## src/rtl/commit_ctrl_np.sv

```systemverilog
// N-port in-order commit controller: slot acks, write enables, fence-drain and AMO FSM,
// sticky FP flags and retire counter. Optional stall counter under COMMIT_CTRL_PERF_CNT_EN.
module commit_ctrl_np #(
    parameter int unsigned NR_PORTS      = 2,
    parameter int unsigned XLEN          = 64,
    parameter int unsigned CNT_W         = 64,
    parameter int unsigned FENCE_TIMEOUT = 1024
) (
    input  logic                     clk_i,
    input  logic                     rst_i,
    input  logic                     halt_i,
    input  logic                     single_step_i,
    input  logic [NR_PORTS-1:0]      valid_i,
    input  logic [NR_PORTS-1:0]      ex_valid_i,
    input  logic [NR_PORTS*XLEN-1:0] ex_cause_i,
    input  logic [NR_PORTS*3-1:0]    op_class_i,
    input  logic [NR_PORTS*5-1:0]    rd_i,
    input  logic [NR_PORTS-1:0]      rd_fpr_i,
    input  logic [NR_PORTS*XLEN-1:0] result_i,
    input  logic [NR_PORTS*5-1:0]    fflags_i,
    input  logic                     lsu_ready_i,
    input  logic                     no_st_pending_i,
    input  logic                     csr_ex_i,
    input  logic [XLEN-1:0]          csr_rdata_i,
    input  logic                     amo_ack_i,
    input  logic [XLEN-1:0]          amo_result_i,
    input  logic                     fflags_clr_i,
    output logic [NR_PORTS-1:0]      commit_ack_o,
    output logic [NR_PORTS-1:0]      we_gpr_o,
    output logic [NR_PORTS-1:0]      we_fpr_o,
    output logic [NR_PORTS*5-1:0]    waddr_o,
    output logic [NR_PORTS*XLEN-1:0] wdata_o,
    output logic                     commit_lsu_o,
    output logic                     commit_csr_o,
    output logic                     amo_valid_commit_o,
    output logic                     fence_o,
    output logic                     flush_commit_o,
    output logic                     fence_timeout_o,
    output logic                     exception_valid_o,
    output logic [XLEN-1:0]          exception_cause_o,
    output logic [4:0]               fflags_acc_o,
    output logic [CNT_W-1:0]         retire_cnt_o,
    output logic [CNT_W-1:0]         stall_cnt_o
);

    localparam logic [2:0] OpAlu   = 3'd0;
    localparam logic [2:0] OpLoad  = 3'd1;
    localparam logic [2:0] OpStore = 3'd2;
    localparam logic [2:0] OpCsr   = 3'd3;
    localparam logic [2:0] OpFpu   = 3'd4;
    localparam logic [2:0] OpFence = 3'd5;
    localparam logic [2:0] OpAmo   = 3'd6;
    localparam logic [2:0] OpCtrl  = 3'd7;

    localparam int unsigned     TmoW    = $clog2(FENCE_TIMEOUT + 1);
    localparam logic [TmoW-1:0] TmoMax  = TmoW'(FENCE_TIMEOUT);
    localparam logic [TmoW-1:0] TmoLast = TmoW'(FENCE_TIMEOUT - 1);

    typedef enum logic [1:0] {StIdle, StDrain, StAmoWait} state_e;

    state_e             state_q, state_d;
    logic [TmoW-1:0]    tmo_cnt_q, tmo_cnt_d;
    logic [4:0]         fflags_q, fflags_d, fflags_new;
    logic [CNT_W-1:0]   retire_q, retire_d, retire_inc;
    logic [2:0]         cls0, slot_cls;
    logic               exc_valid, chain, serial, slot_ok;

    assign cls0 = op_class_i[2:0];

    // Only slot 0 can trap; younger slots' causes are never reported.
    if (NR_PORTS > 1) begin : g_unused
        logic unused_ex_cause;
        assign unused_ex_cause = ^ex_cause_i[NR_PORTS*XLEN-1:XLEN];
    end

    assign exc_valid = !rst_i && valid_i[0] && !halt_i
                       && (ex_valid_i[0] || (cls0 == OpCsr && csr_ex_i));
    assign exception_valid_o = exc_valid;
    assign exception_cause_o = rst_i         ? '0 :
                               ex_valid_i[0] ? ex_cause_i[XLEN-1:0] : XLEN'(2);

    always_ff @(posedge clk_i) begin
        if (rst_i) begin
            state_q <= StIdle;
        end else begin
            state_q <= state_d;
        end
    end

    always_comb begin
        state_d = state_q;
        unique case (state_q)
            StIdle: begin
                if (valid_i[0] && !ex_valid_i[0] && !halt_i) begin
                    if (cls0 == OpFence) begin
                        state_d = StDrain;
                    end else if (cls0 == OpAmo) begin
                        state_d = StAmoWait;
                    end
                end
            end
            StDrain:   if (!halt_i && no_st_pending_i) state_d = StIdle;
            StAmoWait: if (!halt_i && amo_ack_i) state_d = StIdle;
            default:   state_d = StIdle;
        endcase
    end

    always_comb begin
        commit_ack_o       = '0;
        we_gpr_o           = '0;
        we_fpr_o           = '0;
        waddr_o            = '0;
        wdata_o            = '0;
        commit_lsu_o       = 1'b0;
        commit_csr_o       = 1'b0;
        amo_valid_commit_o = 1'b0;
        fence_o            = 1'b0;
        flush_commit_o     = 1'b0;
        fence_timeout_o    = 1'b0;
        chain              = 1'b0;
        serial             = 1'b0;
        slot_ok            = 1'b0;
        slot_cls           = '0;
        if (!rst_i) begin
            waddr_o = rd_i;
            wdata_o = result_i;
            if (cls0 == OpCsr) begin
                wdata_o[XLEN-1:0] = csr_rdata_i;
            end else if (cls0 == OpAmo) begin
                wdata_o[XLEN-1:0] = amo_result_i;
            end
            unique case (state_q)
                StIdle: begin
                    if (valid_i[0] && !ex_valid_i[0] && !halt_i) begin
                        unique case (cls0)
                            OpStore: begin
                                commit_ack_o[0] = lsu_ready_i;
                                commit_lsu_o    = lsu_ready_i;
                            end
                            OpCsr: begin
                                commit_ack_o[0] = !csr_ex_i;
                                commit_csr_o    = !csr_ex_i;
                            end
                            OpFence, OpAmo: commit_ack_o[0] = 1'b0;
                            default:        commit_ack_o[0] = 1'b1;
                        endcase
                        if (cls0 != OpStore) begin
                            we_fpr_o[0] = commit_ack_o[0] & rd_fpr_i[0];
                            we_gpr_o[0] = commit_ack_o[0] & !rd_fpr_i[0];
                        end
                    end
                end
                StDrain: begin
                    commit_ack_o[0] = !halt_i && no_st_pending_i;
                    fence_o         = commit_ack_o[0];
                    flush_commit_o  = commit_ack_o[0];
                    fence_timeout_o = (tmo_cnt_q == TmoLast);
                end
                StAmoWait: begin
                    amo_valid_commit_o = 1'b1;
                    commit_ack_o[0]    = !halt_i && amo_ack_i;
                    we_gpr_o[0]        = commit_ack_o[0];
                    flush_commit_o     = commit_ack_o[0];
                end
                default: commit_ack_o[0] = 1'b0;
            endcase
            // Younger slots retire only behind an unbroken chain of simple acks.
            chain  = commit_ack_o[0];
            serial = cls0 inside {OpCsr, OpFence, OpAmo};
            for (int i = 1; i < NR_PORTS; i++) begin
                slot_cls = op_class_i[i*3 +: 3];
                slot_ok  = chain && !serial && valid_i[i] && !ex_valid_i[i] && !single_step_i
                           && !exc_valid && (slot_cls inside {OpAlu, OpLoad, OpCtrl, OpFpu});
                commit_ack_o[i] = slot_ok;
                we_fpr_o[i]     = slot_ok & rd_fpr_i[i];
                we_gpr_o[i]     = slot_ok & !rd_fpr_i[i];
                chain           = slot_ok;
                serial          = serial | (slot_cls inside {OpCsr, OpFence, OpAmo});
            end
        end
    end

    // Counter saturates at FENCE_TIMEOUT so the timeout pulse fires once per fence.
    always_comb begin
        tmo_cnt_d = '0;
        if (state_q == StDrain && state_d == StDrain) begin
            tmo_cnt_d = (tmo_cnt_q == TmoMax) ? tmo_cnt_q : tmo_cnt_q + 1'b1;
        end
    end

    always_comb begin
        fflags_new = '0;
        retire_inc = '0;
        for (int i = 0; i < NR_PORTS; i++) begin
            if (commit_ack_o[i] && op_class_i[i*3 +: 3] == OpFpu) begin
                fflags_new = fflags_new | fflags_i[i*5 +: 5];
            end
            retire_inc = retire_inc + CNT_W'(commit_ack_o[i]);
        end
        fflags_d = (fflags_clr_i ? 5'd0 : fflags_q) | fflags_new;
        retire_d = retire_q + retire_inc;
    end

    always_ff @(posedge clk_i) begin
        if (rst_i) begin
            tmo_cnt_q <= '0;
            fflags_q  <= '0;
            retire_q  <= '0;
        end else begin
            tmo_cnt_q <= tmo_cnt_d;
            fflags_q  <= fflags_d;
            retire_q  <= retire_d;
        end
    end

    assign fflags_acc_o = fflags_q;
    assign retire_cnt_o = retire_q;

`ifdef COMMIT_CTRL_PERF_CNT_EN
    logic [CNT_W-1:0] stall_q;

    always_ff @(posedge clk_i) begin
        if (rst_i) begin
            stall_q <= '0;
        end else if (valid_i[0] && !commit_ack_o[0] && !exc_valid) begin
            stall_q <= stall_q + 1'b1;
        end
    end

    assign stall_cnt_o = stall_q;
`else
    assign stall_cnt_o = '0;
`endif

endmodule

```

## config.mk

```make
export PLATFORM = sky130hd
export DESIGN_NAME = commit_ctrl_np
export DESIGN_NICKNAME = d
export VERILOG_FILES = /design/src/rtl/commit_ctrl_np.sv
export SDC_FILE = /design/constraint.sdc
export NUM_CORES = 1
export LEC_CHECK = 0
export CAP_MARGIN = 10
export CORE_AREA = 2 2 305 307
export CTS_CLUSTER_SIZE = 12
export DETAILED_ROUTE_END_ITERATION = 10
export DIE_AREA = 0 0 307 309
export GPL_TIMING_DRIVEN = 1
export SYNTH_ARGS = -nofsm -noshare
export SYNTH_HDL_FRONTEND = slang
export SYNTH_SLANG_ARGS = --single-unit
```

## constraint.sdc

```tcl
create_clock -name clk_i -period 4.8 [get_ports clk_i]
set_clock_uncertainty 0.15 [all_clocks]
set_input_delay 1.2 -clock clk_i [delete_from_list [all_inputs] [get_ports clk_i]]
set_output_delay 1.2 -clock clk_i [all_outputs]
set_load 0.05 [all_outputs]
```

### Yosys cells after proc, flatten, opt, wreduce, memory -nomap -nowiden

Cells that the tools add are included.

* input port bits: 425
* word-level logic and storage cells: 109
* flip-flop bits (word level): 82

* eq/ne operators: 14
* bitwise operators: 7
* $add $sub $neg: 3
* reductions and logical operators: 34
* mux-type cells: 47

Operators by type and width (number)
* two-way mux 64 bit: 4
* two-way mux 128 bit: 1
* adder 64 x 2 -> 64 bit: 1
* two-way mux 1 bit: 25
* logical AND 1 bit: 17
* two-way mux 2 bit: 8
* == test 3 bit (second input constant): 5
* two-way mux 5 bit: 3
* adder 11 x 1 -> 11 bit (second input constant): 1
* == test 11 x 10 -> 1 bit (second input constant): 1
* == test 11 bit (second input constant): 1
* zero test 1 bit: 10
* two-way mux 10 bit: 1
* bitwise OR 5 bit: 2
* == test 3 x 2 -> 1 bit (second input constant): 2
* case mux 1 bit (3 select lines): 2
* case mux 2 bit (3 select lines): 1
* bitwise AND 1 bit: 4
* == test 2 x 1 -> 1 bit (second input constant): 2
* case mux 1 bit (2 select lines): 2
* nonzero test 4 bit: 1
* OR reduction 2 bit: 2
* == test 3 x 1 -> 1 bit (second input constant): 1
* zero test 3 bit: 1
* 7 further kinds: 7

### Longest topological paths before layout

Gate-level depths: netlist of the first run.

* word-level depth: 21
* gate-level depth with buffers: 14
* mapped depth without buffers: 13

### Least setup slack after synthesis of the first run

OpenSTA, ideal clock, no wires.

* path kind: in2out
* start: in op_class_i[0]
* end: out we_gpr_o[1]
* stages on the path: 6
* buffers on the path: 1
* data arrival time: 4510 ps
* data required time: 3450 ps
* slack: -1060 ps
* cells stage by stage: buf_2 > xnor2_1 > o2111ai_1 > and2_1 > nor4_1 > nor2b_1

* cells in the longest elaborated chain, start to end: 17
* elaborated cells between the ends (all ways): 26
* classes of those cells: 4 x eq/ne; 8 x mux; 1 x bitwise; 13 x reduce/logical

Ends and longest elaborated chain
* start, declared: line 16 `input logic [NR_PORTS*3-1:0] op_class_i,`
* == test 3 bit: line 135, 169
* OR reduction 2 bit: line 135 `unique case (cls0)`
* case mux 1 bit (3 select lines): line 135
* two-way mux 1 bit: line 134 `if (valid_i[0] && !ex_valid_i[0] && !halt_i) begin`
* two-way mux 1 bit: line 132 `unique case (state_q)`
* two-way mux 1 bit: line 124 `if (!rst_i) begin`
* two-way mux 1 bit: line 134
* case mux 1 bit (3 select lines): line 132
* two-way mux 1 bit: line 124
* logical AND 1 bit (4 in a row): line 172 `slot_ok = chain && !serial && valid_i[i] && !ex_valid_i[i] && !single_step_i`
* logical AND 1 bit (*) (2 in a row): line 173 `&& !exc_valid && (slot_cls inside {OpAlu, OpLoad, OpCtrl, OpFpu});`
* bitwise AND 1 bit (*): line 176 `we_gpr_o[i] = slot_ok & !rd_fpr_i[i];`
* two-way mux 2 bit (*): line 124
* end, declared: line 29 `output logic [NR_PORTS-1:0] we_gpr_o,`

Every way passes the cells marked *; elsewhere a longest branch is shown, timed or not. The select of a mux whose other input is x is not followed.

### Worst setup path in the final report of the first run

* start: in op_class_i[0]
* end: out we_fpr_o[1]

* cells in the longest elaborated chain, start to end: 17
* elaborated cells between the ends (all ways): 26
* classes of those cells: 4 x eq/ne; 8 x mux; 1 x bitwise; 13 x reduce/logical

Ends and longest elaborated chain
* == test 3 bit: line 135, 169
* OR reduction 2 bit: line 135
* case mux 1 bit (3 select lines): line 135
* two-way mux 1 bit: line 134
* two-way mux 1 bit: line 132
* two-way mux 1 bit: line 124
* two-way mux 1 bit: line 134
* case mux 1 bit (3 select lines): line 132
* two-way mux 1 bit: line 124
* logical AND 1 bit (4 in a row): line 172
* logical AND 1 bit (*) (2 in a row): line 173
* bitwise AND 1 bit (*): line 175 `we_fpr_o[i] = slot_ok & rd_fpr_i[i];`
* two-way mux 2 bit (*): line 124
* end, declared: line 30 `output logic [NR_PORTS-1:0] we_fpr_o,`

Marked as above.

==> qor.csv, run 1 <==
metric,value,unit
WHS Endpoint,retire_cnt_o[63],
Final Non-Filler Cells,2861,
layout cells sized above 1,22.54,%
1st-pass router iterations,5,
Routed Antenna Nets,0,
Worst VDD drop,0.0001416,V
CP Class,input port to output pin,
Yosys reg bits,82,
via/cell ratio,3.434,
total number of vias,9826,
maximum clock rate,215.1,MHz
ys async rst share,0,%
hpwl dp,67410,um
core footprint,0.09139,mm^2
Mapped Area,0.007167,mm^2
H-Tree Depth,3,
worst r2r src,state_q[1],
hold slack,0.3332,ns
hold_buf cts,0,
GP Congestion,0.8540,
grt met3 use,6.570,%
row cnt,111,
clk_lat worst skew,0.37,ns
"Reg clk slew, reported paths",0.06,ns
HP Class,register to register,
Slew @ Worst Pin,0.9794,ns
Placed Instances,2836,
Tot GR Track Use,14.72,%
post-synth cell types,58,
Startpoint Class,input port,
status,"finished, final reports clean",
Ports,773,
RSZ-0062 raised after global routing,no,
full die area,0.09486,mm^2
CTS sink count,82,
r2r setup slk,1.06,ns
Starting Density,7.842,%
"Avg Cell Area, Syn",7.616,um^2
cell taking the most area after synthesis,dfxtp_1,
post-synth top area share,22.91,%
"Req. time, crit path",3.45,ns
M2 GR Usage,25.87,%
Crit. End Element,output pin,
Max-cap violations,0,
port bufs,644,
vias in the first global route,9592,
Hold Path Stages,2,
P per Cell Area,172.8,mW/mm^2
Root Buffer,clkbuf_16,
antenna violations before repair,39,
post-synthesis sequential area ratio,22.91,%
number of synthesized flops with an enable pin,0,
final wirelength,73370,um
Synth Warn #,0,
Layout Utilization,18.07,%
worst-path maximum fanout,6,
die height,309,um
DR WL/cell,25.65,um
met1 Use GR,16.72,%
maximum clock path buffer count,2,
Final nets,2096,
GRT busiest layer,met2,
largest net degree at the start of global routing,64,
Synth area leaders,"dfxtp_1 (23%), mux2i_1 (8.9%), nor2b_1 (7.2%), a211oi_1 (6.8%), buf_4 (6.7%)",
total grt overflow,0,
slew margin rel.,34.10,%
Post-Synthesis Cells,941,
clock buffer count from CTS,9,
DRC,0,
global-route wire length before repair,91320,um
synthesis-to-finish area growth,130.4,%
Worst R2R End,retire_cnt_o[42],
FF-to-FF path depth,14,
final slew viol count,0,
"Min Clock Period, post-route",4.650,ns
die width,307,um
Lkg Pwr,0.006214,uW
Final Cycle Share,96.87,%
Worst EP arrival,3.30,ns
CTS tree,done,
drt first-iter violations,542,
final hold viol count,0,
ys flop type,dfxtp_1,
Final Setup Violations,0,
HP Start,retire_cnt_o[63],
## cells in the final DEF (no fill, tap or decap), types with 8 or more instances in the layout
cell type and instances:
xor2_1 20, clkbuf_16 10, inv_1 20, a21oi_1 37, o31ai_1 15, and2_1 66
mux2i_1 64, buf_12 85, dfxtp_1 82, nand3_1 32, conb_1 64, clkdlybuf4s50_1 439
xnor2_1 22, nand4_1 22, nand2_1 30, or3_1 18, o21ai_0 18, nor2_1 124
buf_4 240, nor3_1 9, or4_1 15, nor4_1 8, a211oi_1 58, nor2b_1 80
## power by group
group / switching [uW] / internal [uW]
combinational: 834 / 627
sequential: 0.850 / 680
clock: 339 / 371
## synth_stat cells (10+ instances only)
library cell,number
nor2_1,124
dfxtp_1,82
nor2b_1,82
and2_1,67
a211oi_1,65
buf_4,64
mux2i_1,64
clkbuf_1,40
a21oi_1,37
nand3_1,33
nand2_1,30
nand4_1,22
xnor2_1,22
inv_1,20
xor2_1,20
o21ai_0,18
or3_1,18
o31ai_1,15
or4_1,15
buf_2,10
nor4_1,10
## critical path, cell delays in order
cell and delay (ns):
clkdlybuf4s50_1 0.47, buf_4 0.20, or3b_2 0.48, o2111ai_1 0.12, and2_2 0.23, nor4_4 0.06
buf_4 0.17, and2_1 0.19, buf_12 0.15
## timing repair
item	4_1_cts	5_1_grt
endpoints found under the setup margin	22	14
cloned	0	1
buffers inserted	1	0
pin swaps	1	0
gates resized for setup	2	9
## layout make-up
| type | count | area [um^2] |
|---|---|---|
| Antenna cell | 7 | 17.52 |
| Clock buffer | 10 | 239.0 |
| Clock inverter | 6 | 48.80 |
| Fill cell | 10280 | 74870 |
| Inverter | 20 | 75.07 |
| Multi-Input combinational cell | 781 | 5039 |
| Sequential cell | 82 | 1642 |
| Tap cell | 1186 | 1484 |
| Timing Repair Buffer | 769 | 7969 |
## stage by stage
step	setup WS, ns	total power (uW)	TNS [ns]	area [um^2]
4_1_cts	0.005305	2905	0	16430
5_1_grt	0.008576	2967	0	16500
3_5_place_dp	-0.09998	2176	-1.424	16120
6_report	0.1503	2853	0	16510
3_3_place_gp	-0.1373	2174	-0.8732	16120
2_1_floorplan	0.05334	1355	0	7421
## worst max-delay path by stage
stage | slack [ns] | cells after the start | to | startpoint
2_1_floorplan | 0.05 | 6 | wdata_o[10] | op_class_i[0]
3_3_place_gp | -0.14 | 8 | wdata_o[44] | op_class_i[1]
3_5_place_dp | -0.1 | 14 | retire_cnt_o[44] | op_class_i[0]
4_1_cts | 0.005 | 8 | wdata_o[44] | op_class_i[0]
5_1_grt | 0.009 | 8 | we_gpr_o[0] | op_class_i[0]
6_report | 0.15 | 9 | we_fpr_o[1] | op_class_i[0]
## per-layer routing
layer	routed length [um]	part of all wire, %
met5	139	0.19
met1	28860	39
met4	953	1.3
met3	7727	11
met2	35700	49
## sequential cells by signal, indices dropped and copies added (netlist names)
register      count
tmo_cnt_q        11
fflags_acc_o      5
retire_cnt_o     64
state_q           2
## cells by family after synthesis
| logic type | Yosys count | synth area share, % |
|---|---|---|
| AO/OA/AOI/OAI | 154 | 14.56 |
| XOR/XNOR | 42 | 5.133 |
| adder cells (fa/ha/maj) | 8 | 1.501 |
| buffers and inverters | 141 | 11.26 |
| flip-flops | 82 | 22.90 |
| multiplexers | 65 | 9.096 |
| other | 1 | 0.05232 |
| AND/OR/NAND/NOR | 448 | 35.49 |
Power figures use the tool's default switching activity.
==> run 2: changes to the inputs <==
CORE_AREA = 2 2 303 305   (was 2 2 305 307)
DIE_AREA = 0 0 305 307   (was 0 0 307 309)
clock period = 4 ns   (was 4.8 ns; I/O delays follow)
==> qor.csv, run 2 (same netlist as run 1, synthesis figures left out) <==
metric,value,unit
final slew viol count,0,
status,"finished, final reports clean",
final hold viol count,0,
row cnt,111,
1st-pass router iterations,4,
"Min Clock Period, post-route",3.955,ns
Clk pwr share,25.6,%
"Req. time, crit path",2.85,ns
Routed Antenna Nets,0,
Comb power frac,50.7,%
metal3 WL,9696,um
Placed Area,0.01648,mm^2
DRC,0,
hold_buf cts,0,
clk_lat worst skew,0.37,ns
Crit. End Element,output pin,
Worst EP arrival,2.80,ns
clock buffer count from CTS,9,
Slew @ Worst Pin,0.8142,ns
global-route wire length before repair,75240,um
CP Class,input port to output pin,
P per Cell Area,200.3,mW/mm^2
WL met2,23740,um
core footprint,0.09069,mm^2
Tot GR Track Use,11.53,%
drt first-iter violations,356,
final setup TNS,0,ns
total number of vias,9553,
Max-cap violations,0,
overall power,3445,uW
Final nets,2110,
slew margin rel.,45.22,%
GP Congestion,0.8585,
Final Setup Violations,0,
layout cells sized above 1,28.89,%
HP Class,register to register,
"Reg clk slew, reported paths",0.08,ns
full die area,0.09364,mm^2
Starting Density,7.903,%
Psw,1426,uW
Top Metal Used,met5,
H-Tree Depth,3,
die height,307,um
antenna violations before repair,21,
"most common cell after layout, fill and taps aside",clkdlybuf4s50_1,
synthesis-to-finish area growth,140.0,%
maximum clock path buffer count,2,
die width,305,um
Startpoint Class,input port,
Largest register FFs,64,
Lkg Pwr,0.006460,uW
Final Cycle Share,98.87,%
DR WL/cell,19.98,um
maximum clock rate,252.8,MHz
Fillers,10090,
Ports,773,
hpwl dp,49140,um
final wirelength,57450,um
Final Non-Filler Cells,2876,
sequential power share,23.7,%
largest net degree at the start of global routing,66,
Layout Utilization,18.96,%
HP Start,retire_cnt_o[63],
most frequent cells in the layout,"clkdlybuf4s50_1 (421), buf_4 (255), nor2_1 (121)",
switching fraction of total power,41.40,%
Final Instance Area,0.01720,mm^2
CTS sink count,82,
Placed Instances,2833,
Root Buffer,clkbuf_16,
Pint,2019,uW
CTS tree,done,
total grt overflow,0,
via/cell ratio,3.322,
met1 WL,22600,um
Critical Path Source,op_class_i[0],
worst-path maximum fanout,14,
Worst VDD drop,0.0001837,V
worst r2r src,state_q[0],
port bufs,644,
vias in the first global route,9295,
==> run 2: final cells by class <==
cell class                      count  area (um^2)  share of cell area (%)
Clock buffer                        9        225.2                   1.309
Multi-Input combinational cell    782         5545                   32.24
Clock inverter                      7        70.07                  0.4074
Inverter                           20        75.07                  0.4365
Timing Repair Buffer              782         8138                   47.32
Antenna cell                        8        20.02                  0.1164
Sequential cell                    82         1642                   9.545
Tap cell                         1186         1484                   8.628
==> run 2: power by group through the flow <==
stage	clock (uW)	sequential, uW	combinational (uW)
4_1_cts	924	817	1760
5_1_grt	952	817	1820
2_1_floorplan	0	838	824
3_5_place_dp	0	836	1720
6_report	881	817	1750
3_3_place_gp	0	836	1720
==> run 2: per-stage QoR <==
step | worst slack, ns | hold slack [ns]
floorplan | -0.2905 | 0.3419
global placement | -0.6159 | 0.3250
detailed placement | -0.6270 | 0.3243
CTS | 0.003502 | 0.3409
global route | -0.006297 | 0.3860
finish | 0.04504 | 0.3410
==> run 2: worst paths after layout <==
| kind | depth (start not counted) | endpoint | slack, ns |
|---|---|---|---|
| worst min register to register | 2 | retire_cnt_o[63] | 0.34 |
| worst max-delay path | 8 | wdata_o[10] | 0.05 |
| worst min-delay path | 2 | retire_cnt_o[63] | 0.34 |
| worst max register to register | 15 | retire_cnt_o[60] | 0.43 |
==> run 2: critical path, stage by stage <==
cell,delay [ns]
clkdlybuf4s15_2,0.23
buf_6,0.15
and3b_4,0.41
buf_12,0.19
buf_12,0.11
mux2i_1,0.08
a211oi_2,0.43
buf_12,0.20
==> run 2: what timing repair did <==
action	4_1_cts	5_1_grt
resized for setup	33	15
pin swaps	16	11
hold endpoints to repair	0	0
endpoints found under the setup margin	121	57
buffers inserted	11	3
cloned	5	0
==> run 2: per-layer routing <==
layer	vias to the layer above	global-route usage, %
met1	4387	13.12
met3	57	9.056
met5	-	0
li1	4661	-
met4	24	2.671
met2	424	16.68
==> run 3: changes to the inputs <==
RECOVER_POWER = 50   (was default)
==> qor.csv, run 3 (same netlist as run 1, synthesis figures left out) <==
metric,value,unit
synthesis-to-finish area growth,135.9,%
global-route wire length before repair,75240,um
largest net degree at the start of global routing,66,
worst-path maximum fanout,14,
die height,307,um
Pint,1987,uW
maximum clock rate,250.8,MHz
Placed Area,0.01648,mm^2
final wirelength,57350,um
via/cell ratio,3.318,
GP Congestion,0.8585,
"Min Clock Period, post-route",3.987,ns
"Reg clk slew, reported paths",0.08,ns
Layout Utilization,18.64,%
final setup TNS,0,ns
slew margin rel.,40.07,%
DR WL/cell,19.91,um
Final Instance Area,0.01690,mm^2
hpwl dp,49140,um
HP Class,register to register,
P per Cell Area,201.5,mW/mm^2
Worst EP arrival,2.84,ns
Startpoint Class,input port,
Lkg Pwr,0.006505,uW
total grt overflow,0,
row cnt,111,
die width,305,um
Comb power frac,50.2,%
layout cells sized above 1,25.92,%
H-Tree Depth,3,
maximum clock path buffer count,2,
Root Buffer,clkbuf_16,
Final nets,2110,
sequential power share,24.0,%
DRC,0,
antenna violations before repair,21,
core footprint,0.09069,mm^2
Psw,1419,uW
Worst VDD drop,0.0001830,V
final hold viol count,0,
1st-pass router iterations,4,
CTS tree,done,
Final Setup Violations,0,
drt first-iter violations,381,
Max-cap violations,0,
Routed Antenna Nets,0,
Tot GR Track Use,11.53,%
Crit. End Element,output pin,
"most common cell after layout, fill and taps aside",clkdlybuf4s50_1,
Slew @ Worst Pin,0.9029,ns
switching fraction of total power,41.65,%
hold_buf cts,0,
status,"finished, final reports clean",
Final Cycle Share,99.68,%
CP Class,input port to output pin,
final slew viol count,0,
vias in the first global route,9295,
full die area,0.09364,mm^2
Largest register FFs,64,
clk_lat worst skew,0.37,ns
Starting Density,7.903,%
clock buffer count from CTS,9,
most frequent cells in the layout,"clkdlybuf4s50_1 (352), buf_4 (170), nor2_1 (122)",
Clk pwr share,25.8,%
port bufs,644,
CTS sink count,82,
Ports,773,
total number of vias,9556,
"Req. time, crit path",2.85,ns
run 3: cell count changes in the layout (fill, tap and decap cells not counted), moves of 2 or more:
cell	before	now
clkbuf_1	0	46
clkdlybuf4s50_1	421	352
buf_12	87	85
buf_4	255	170
dlygate4sd3_1	0	69
diode_2	8	12
clkbuf_2	1	40
run 3: repair_timing:
action / CTS / global route
gates cloned: 5 / 0
pin swaps: 16 / 11
buffers inserted: 11 / 3
resized for setup: 33 / 15
setup endpoints to repair: 121 / 57
run 3: final timing paths:
check	startpoint	end	slack (ns)	cells after the start
setup reg to reg	state_q[0]	retire_cnt_o[60]	0.40	15
hold reg to reg	retire_cnt_o[63]	retire_cnt_o[63]	0.34	2
setup / recovery	op_class_i[0]	wdata_o[10]	0.01	8
hold / removal	retire_cnt_o[63]	retire_cnt_o[63]	0.34	2
run 3: critical path, cell delays in order:
cell and delay [ns]:
clkdlybuf4s15_2 0.23, buf_6 0.15, and3b_4 0.41, buf_12 0.19
buf_12 0.11, mux2i_1 0.08, a211oi_2 0.46, buf_12 0.20
run 3: power by group through the flow:
stage	combinational (uW)	sequential, uW	clock (uW)
global placement	1720	836	0
detailed placement	1720	836	0
global route	1790	817	952
CTS	1760	817	924
finish	1710	817	879
floorplan	824	838	0
run 3: cell type report:
cell class / instances / area [um^2]
clock inverters: 7 / 70.07
inverters: 20 / 75.07
multi-input cells: 782 / 5530
diodes: 12 / 30.03
flip-flops and latches: 82 / 1642
fillers: 10150 / 73790
repair buffers: 782 / 7848
clock buffers: 9 / 225.2
well taps: 1186 / 1484
run 3: metal layers:
layer,GRT usage [%],vias to the layer above,share of wire [%]
met3,9.056,51,16
met5,0,-,0.18
li1,-,4666,-
met2,16.68,415,41
met1,13.12,4406,40
met4,2.671,18,2.1
run 3: metrics by stage:
step | instances | total power (uW) | setup slack (ns) | hold WS [ns]
2_1_floorplan | 1004 | 1662 | -0.2905 | 0.3419
3_3_place_gp | 2833 | 2554 | -0.6159 | 0.3250
3_5_place_dp | 2833 | 2552 | -0.6270 | 0.3243
4_1_cts | 2865 | 3501 | 0.003502 | 0.3409
5_1_grt | 2871 | 3557 | -0.006296 | 0.3832
6_report | 2880 | 3406 | 0.01275 | 0.3385
